## config.mk

```make
export PLATFORM = sky130hd
export DESIGN_NAME = bin2bcd_seq_flat
export DESIGN_NICKNAME = d
export VERILOG_FILES = /design/src/rtl/bin2bcd_seq_if.sv /design/src/rtl/bin2bcd_seq.sv /design/src/flat_wrapper.sv
export SDC_FILE = /design/constraint.sdc
export NUM_CORES = 1
export LEC_CHECK = 0
export BUFFER_PORTS_ARGS = -buffer_cell sky130_fd_sc_hd__buf_2
export CAP_MARGIN = 10
export CORE_MARGIN = 5
export CORE_UTILIZATION = 35
export CTS_BUF_LIST = sky130_fd_sc_hd__clkbuf_16
export DETAILED_ROUTE_END_ITERATION = 8
export PLACE_DENSITY = 0.54
export SYNTH_ARGS = -nofsm -noshare
export SYNTH_HDL_FRONTEND = slang
export SYNTH_SLANG_ARGS = --single-unit
```

## constraint.sdc

```tcl
create_clock -name clk -period 1.68 [get_ports clk]
set_clock_uncertainty 0.15 [all_clocks]
set_input_delay 0.252 -clock clk [delete_from_list [all_inputs] [get_ports clk]]
set_output_delay 0.252 -clock clk [all_outputs]
set_load 0.02 [all_outputs]
```

## src/rtl/bin2bcd_seq_if.sv

```systemverilog
// ============================================================================
// Module      : bin2bcd_seq_if
// Description : Request/result bundle for the sequential binary-to-BCD converter.
// Revision    : 1.0 - initial release
// ============================================================================
`default_nettype none

interface bin2bcd_seq_if #(
  parameter int WIDTH  = 8,
  parameter int DIGITS = 3
);
  logic                  start;
  logic [WIDTH-1:0]      d;
  logic                  blank_en;
  logic [4*DIGITS-1:0]   bcd;
  logic [DIGITS-1:0]     digit_en;
  logic                  busy;
  logic                  done;
  logic                  ovf;

  modport master (
    output start, d, blank_en,
    input  bcd, digit_en, busy, done, ovf
  );

  modport slave (
    input  start, d, blank_en,
    output bcd, digit_en, busy, done, ovf
  );
endinterface

`default_nettype wire

```

## src/rtl/bin2bcd_seq.sv

```systemverilog
// ============================================================================
// Module      : bin2bcd_seq
// Description : Iterative double-dabble converter, one bit per clock, with
//               leading-zero blanking and overflow flag.
// Revision    : 1.0 - initial release
// ============================================================================
`default_nettype none

module bin2bcd_seq #(
  parameter int WIDTH  = 8,
  parameter int DIGITS = 3
) (
  input  wire logic         clk,
  input  wire logic         rst,
  bin2bcd_seq_if.slave      bus
);

  localparam int c_cnt_w = $clog2(WIDTH + 1);
  localparam int c_acc_w = 4 * DIGITS;

  typedef enum logic [1:0] {
    IDLE   = 2'd0,
    SHIFT  = 2'd1,
    FINISH = 2'd2
  } state_t;

  state_t               r_state;
  state_t               w_state_nx;
  logic                 w_load;
  logic                 w_step;
  logic                 w_fin;

  logic [WIDTH-1:0]     r_sr;
  logic [c_acc_w-1:0]   r_acc;
  logic [c_cnt_w-1:0]   r_cnt;
  logic                 r_blank;
  logic                 r_ovf_sticky;

  logic [c_acc_w-1:0]   w_adj;
  logic [c_acc_w-1:0]   w_acc_nx;
  logic [WIDTH-1:0]     w_sr_nx;
  logic [DIGITS-1:0]    w_nz;
  logic [DIGITS-1:0]    w_en_blank;
  logic [DIGITS-1:0]    w_en_final;

  // Per-digit add-3 correction and nonzero/blanking terms
  generate
    for (genvar k = 0; k < DIGITS; k++) begin : g_digit
      assign w_adj[4*k +: 4] = (r_acc[4*k +: 4] >= 4'd5) ? (r_acc[4*k +: 4] + 4'd3)
                                                         : r_acc[4*k +: 4];
      assign w_nz[k] = |r_acc[4*k +: 4];
      if (k == 0) begin : g_units
        assign w_en_blank[k] = 1'b1;
      end else begin : g_upper
        assign w_en_blank[k] = |w_nz[DIGITS-1:k];
      end
    end
  endgenerate

  assign {w_acc_nx, w_sr_nx} = {w_adj, r_sr} << 1;
  // An overflowed result is shown with every digit lit
  assign w_en_final = (!r_blank || r_ovf_sticky) ? {DIGITS{1'b1}} : w_en_blank;

  always_ff @(posedge clk) begin
    if (rst) begin
      r_state <= IDLE;
    end else begin
      r_state <= w_state_nx;
    end
  end

  always_comb begin
    w_state_nx = r_state;
    w_load     = 1'b0;
    w_step     = 1'b0;
    w_fin      = 1'b0;
    case (r_state)
      IDLE: begin
        if (bus.start) begin
          w_load     = 1'b1;
          w_state_nx = SHIFT;
        end
      end
      SHIFT: begin
        w_step = 1'b1;
        if (r_cnt == c_cnt_w'(1)) begin
          w_state_nx = FINISH;
        end
      end
      FINISH: begin
        w_fin      = 1'b1;
        w_state_nx = IDLE;
      end
      default: begin
        w_state_nx = IDLE;
      end
    endcase
  end

  always_ff @(posedge clk) begin
    if (rst) begin
      r_sr         <= '0;
      r_acc        <= '0;
      r_cnt        <= '0;
      r_blank      <= 1'b0;
      r_ovf_sticky <= 1'b0;
      bus.bcd      <= '0;
      bus.digit_en <= '0;
      bus.ovf      <= 1'b0;
      bus.done     <= 1'b0;
    end else begin
      bus.done <= 1'b0;
      if (w_load) begin
        r_sr         <= bus.d;
        r_acc        <= '0;
        r_cnt        <= c_cnt_w'(WIDTH);
        r_blank      <= bus.blank_en;
        r_ovf_sticky <= 1'b0;
      end
      if (w_step) begin
        r_sr  <= w_sr_nx;
        r_acc <= w_acc_nx;
        r_cnt <= r_cnt - c_cnt_w'(1);
        if (w_adj[c_acc_w-1]) begin
          r_ovf_sticky <= 1'b1;
        end
      end
      if (w_fin) begin
        bus.bcd      <= r_acc;
        bus.digit_en <= w_en_final;
        bus.ovf      <= r_ovf_sticky;
        bus.done     <= 1'b1;
      end
    end
  end

  assign bus.busy = (r_state != IDLE);

endmodule

`default_nettype wire

```

## src/flat_wrapper.sv

```systemverilog
// flat-port wrapper written by rule: the top's interface ports become plain ports
module bin2bcd_seq_flat 
#(
  parameter int WIDTH  = 8,
  parameter int DIGITS = 3
)
  (clk, rst, bus_start, bus_d, bus_blank_en, bus_bcd, bus_digit_en, bus_busy, bus_done, bus_ovf);
  bin2bcd_seq_if #(.WIDTH(WIDTH), .DIGITS(DIGITS)) bus_i ();
  input  wire logic clk;
  input  wire logic rst;
  input wire logic [$bits(bus_i.start)-1:0] bus_start;
  input wire logic [$bits(bus_i.d)-1:0] bus_d;
  input wire logic [$bits(bus_i.blank_en)-1:0] bus_blank_en;
  output wire logic [$bits(bus_i.bcd)-1:0] bus_bcd;
  output wire logic [$bits(bus_i.digit_en)-1:0] bus_digit_en;
  output wire logic [$bits(bus_i.busy)-1:0] bus_busy;
  output wire logic [$bits(bus_i.done)-1:0] bus_done;
  output wire logic [$bits(bus_i.ovf)-1:0] bus_ovf;
  assign bus_i.start = bus_start;
  assign bus_i.d = bus_d;
  assign bus_i.blank_en = bus_blank_en;
  assign bus_bcd = bus_i.bcd;
  assign bus_digit_en = bus_i.digit_en;
  assign bus_busy = bus_i.busy;
  assign bus_done = bus_i.done;
  assign bus_ovf = bus_i.ovf;
  bin2bcd_seq #(.WIDTH(WIDTH), .DIGITS(DIGITS)) u_core (.clk(clk), .rst(rst), .bus(bus_i));
endmodule
```

## Yosys cells after proc, flatten, opt, wreduce, memory -nomap -nowiden

Index checks and enable logic that the tools add are counted.

| storage, ports and cells | value |
|---|---|
| word-level logic and storage cells | 53 |
| input port bits | 12 |
| output and inout bits | 18 |
| register bits after elaboration | 45 |

| operators by class | value |
|---|---|
| reduce and logical (&&, ||, !) cells | 9 |
| multiplexer cells | 21 |
| eq/ne operators | 5 |
| add/subtract/negate cells | 4 |
| magnitude comparators | 3 |

Operator list:

| kind | number |
|---|---|
| $mux W12 | 2 |
| $mux W4 | 5 |
| $mux W8 | 2 |
| $add A4 B2 Y4 const B | 3 |
| $ge A4 B3 Y1 const B | 3 |
| $mux W1 | 8 |
| $reduce_or A8 Y1 | 1 |
| $eq A4 B1 Y1 const B | 1 |
| $mux W2 | 2 |
| $pmux W2 S2 | 1 |
| $reduce_bool A2 Y1 | 2 |
| $reduce_or A4 Y1 | 1 |
| $sub A4 B1 Y4 const B | 1 |
| $mux W3 | 1 |
| $eq A2 B1 Y1 const B | 1 |
| $eq A2 B2 Y1 const B | 1 |
| $logic_not A2 Y1 | 1 |
| $ne A2 B1 Y1 const B | 1 |
| $ne A2 B2 Y1 const B | 1 |
| $reduce_and A2 Y1 | 1 |
| $reduce_or A2 Y1 | 1 |
| $logic_not A1 Y1 | 1 |
| $logic_or A1 B1 Y1 | 1 |

## Depth between registers and ports, before layout

| logic depth | value |
|---|---|
| depth in word-level cells | 5 |
| gate-level depth with buffers | 6 |
| depth with buffers taken out | 6 |

## Worst setup path before layout

OpenSTA, ideal clock, no wires.

| timing path | value |
|---|---|
| path kind | reg2reg |
| start point | reg u_core.r_acc[5] |
| end point | reg u_core.r_acc[6] |
| arrival | 1.439 ns |
| library setup time | 0.074 ns |
| cell stages (with the launch flop) | 7 |
| period minus slack after synthesis | 1.664 ns |
| data required time | 1.456 ns |
| buffers on the path | 0 |
| slack | 0.016 ns |
| path through | dfxtp_1 inv_1 ha_1 nand2b_1 a21oi_1 mux2_2 o21ai_0 |

| on the way | value |
|---|---|
| cells in the longest elaborated chain, start to end | 3 |
| elaborated cells on any way between the ends | 4 |
| classes of those cells | 1 x add/sub; 1 x order compare; 2 x mux |

RTL lines:

| item | line | RTL |
|---|---|---|
| start: declaration | bin2bcd_seq.sv:34 | `logic [c_acc_w-1:0] r_acc;` |
| start signal: assignment | bin2bcd_seq.sv:122 | `r_acc <= w_acc_nx;` |
| $add A4 B2 Y4 / $ge A4 B3 Y1 (equally long branches) | bin2bcd_seq.sv:49 | `assign w_adj[4*k +: 4] = (r_acc[4*k +: 4] >= 4'd5) ? (r_acc[4*k +: 4] + 4'd3)` |
| $mux W4 (*) | bin2bcd_seq.sv:49 |  |
| $mux W12 (*) | bin2bcd_seq.sv:120 | `if (w_step) begin` |

Mark *: on every way between the ends. The rest lies on a longest branch, timed or not.
A chain may end at the register's enable or synchronous reset.

## Final worst setup path

| timing path | value |
|---|---|
| start point | reg u_core.r_acc[1] |
| end point | reg u_core.r_acc[2] |

The elaborated chain is that of the path after synthesis.

==> flow_summary_export.csv <==
group,metric,value,unit
yosys,ys_types,36,
placed_design,gp_congestion,0.804,
setup_path,arrival,1.66,ns
yosys,synth_nets,252,
placed_design,dpl.hpwl,3180,um
grt,overflow,0,
grt,grt_antenna_before_repair,0,
routing,first_iter_violations,45,
cts,clk_latency,0.28,ns
die,core_area,5570,sq um
power,ir_worst_vdd,0.385,mV
grt,grt_usage,12.2,%
cts,clk_pin_slew_worst_paths,0.06,ns
timing,period_minus_slack,1.59,ns
die,die_h,86.1,um
setup_path,worst-r2r-setup-slack,0.09,ns
placed_design,placed_cell_area,2350,sq um
grt,grt_max_degree,18,
yosys,synth_top_area_share,44.5,%
setup_path,start_kind,"flop",
setup_path,crit_fanout,4,
cts,clock-sinks,45,
yosys,synth_edf_count,0,
timing,tightest_slew,0.396,ns
setup_path,required,1.74,ns
setup_path,cp_cell_sequence,"inv_1 > ha_1 > nand2b_1 > a21oi_2 > mux2_2 > o21ai_0",
yosys,ys_warn_count,0,
die,start_util,36.3,%
die,die-width,86.1,um
timing,setup_ws,0.0854,ns
layout,fin_cells,352,
die,rows,27,
routing,dr.pass1.iters,4,
layout,fin_area,2580,sq um
layout,multi_input_area,1030,sq um
routing,postRouteAntennaNets,0,
timing,drv_slew,0,
yosys,ys_ff_latch,45,
cts,numCtsBuffers,5,
power,power_density,967,nW/um^2
grt,first_global_vias,1628,
cts,clockBufferDepth,2,
layout,fillerInstances,572,
placed_design,placed_cells,340,
routing,wl_per_cell,12.1,um
run_status,status,"completed",
yosys,yosys-top-cells-area,"dfxtp_1 44%, a21oi_1 7.9%, nand2_1 7.2%",
cts,htreeDepth,2,
setup_path,cpMaxStageDelayCell,"dfxtp_1",
yosys,yosysSeqAreaShare,44.5,%
routing,routed_wl,4270,um
timing,finalSetupViolCount,0,
layout,syn_to_final_growth,27.3,%
yosys,synthFlopType,"dfxtp_1",
placed_design,dp_slack,0.00555,ns
layout,nets,301,
yosys,async_flop_share,0,%
setup_path,cpPeakStageDelay,0.35,ns
routing,vias_per_cell,4.92,
die,dieArea,7410,sq um
setup_path,end_kind,"flop",
timing,period_share,94.9,%
cts,cts_hold_buf,0,
setup_path,path_class,"reg2reg",
layout,drive_above_1_share,31.1,%
yosys,synth_top_area_cell,"dfxtp_1",
timing,max_freq,627,MHz
power,total_leakage_power,1.02,nW
yosys,synth_area_per_cell,8.81,sq um
cts,cts_tree,"built",
placed_design,io_buffers,29,
layout,final_core_util,46.3,%
cts,clockRootBuffer,"clkbuf_16",
layout,ff_latch_area,903,sq um
timing,relSlewSlack,73.4,%
yosys,syn-cell-area,2030,sq um
die,ios,30,
flow_run,drv_cap,0,
routing,vias,1732,
yosys,synthCells,230,
routing,route.detailed.drc,0,
timing,hold_viol,0,
grt,grt_first_pass_wirelength,7260,um
hold_path,hold_class,"in2reg",
layout,antenna_cells,0,
[registers in the layout, summed over array words and instances, names as in the netlist, 2 cells and up]
name and cells:
u_core.r_cnt 4, u_core.bus.digit_en 3, u_core.r_sr 8, u_core.r_state 2, u_core.r_acc 12, u_core.bus.bcd 12
[layer usage]
metal  track usage (%)  part of all wire (%)  up-vias
met5                 0                     0        -
met4              4.32                   1.8        0
met3              3.65                   4.9        7
met2              20.8                    47       41
met1              14.4                    47      785
li1                  -                     -      899
[power by group]
part	switching, mW	leakage (nW)	internal, mW
clock network	0.405	0.0800	0.703
registers	0.0254	0.366	1.10
logic	0.143	0.576	0.119
total	0.573	1.02	1.92
[critical path: cells and delay by family (launching register included)]
kind	cells	cell delay, ns
flip-flops	1	0.35
multiplexers	1	0.34
AO/OA/AOI/OAI	2	0.27
adder cells (fa/ha/maj)	1	0.17
AND/OR/NAND/NOR	1	0.15
buffers and inverters	1	0.08
[per-stage QoR]
stage	power [mW]	setup TNS, ns	hold WS (ns)
global route	2.61	-0.00725	0.100
CTS	2.51	0	0.0546
detailed placement	1.39	0	0.295
finish	2.49	0	0.0545
global placement	1.39	0	0.291
floorplan	1.31	0	0.249
[cell usage after synthesis (2+ instances only)]
cell type,n
a211oi_1,2
a22oi_1,2
buf_6,3
o31ai_1,2
o21ai_0,8
a21oi_1,32
a311oi_1,2
clkbuf_1,3
nand2_1,39
ha_1,10
nor2_1,15
buf_2,5
inv_1,8
dfxtp_1,45
nand3_1,3
nand2b_1,6
a22oi_2,6
mux2_2,3
buf_1,2
nor3_1,12
o41ai_1,3
mux2i_1,5
[worst paths after layout]
kind,startpoint,endpoint,depth (start not counted)
worst min-delay path,bus_blank_en,u_core.r_blank,3
worst max-delay path,u_core.r_acc[1],u_core.r_acc[2],6
worst max register to register,u_core.r_acc[1],u_core.r_acc[2],6
worst min register to register,u_core.bus.bcd[2],u_core.bus.bcd[2],2
[cells in the final DEF, fill, tap and decap left out, types with 5 or more instances in the layout]
| cell type | instances |
|---|---|
| nand2_1 | 39 |
| a22oi_2 | 6 |
| nor3_1 | 12 |
| inv_1 | 5 |
| clkbuf_16 | 5 |
| ha_1 | 9 |
| dfxtp_1 | 43 |
| a21oi_1 | 29 |
| o21ai_0 | 8 |
| nor2_1 | 15 |
| buf_4 | 25 |
| nand2b_1 | 6 |
| mux2i_1 | 5 |
| buf_2 | 29 |
[cells by family (layout without fill, tap and decap cells)]
family / after synthesis / count (layout) / share of synthesized area [%]
simple gates: 85 / 85 / 20.3
compound gates: 60 / 60 / 19.2
flops: 45 / 45 / 44.5
buf+inv: 21 / 71 / 5.31
fa+ha+maj: 10 / 10 / 6.18
mux: 8 / 8 / 4.14
xor+xnor: 1 / 1 / 0.432
[layout make-up]
cell class,instances,share of cell area (%)
multi-input cells,164,40.0
clock inverters,3,1.80
repair buffers,55,13.7
flip-flops and latches,45,35.0
well taps,72,3.49
clock buffers,5,4.85
inverters,8,1.16
[repair_timing]
action,in CTS,in global routing
buffers inserted,0,4
pin swaps,0,3
endpoints found under the setup margin,1,8
resized for setup,1,8
Power figures use the tool's default switching activity.
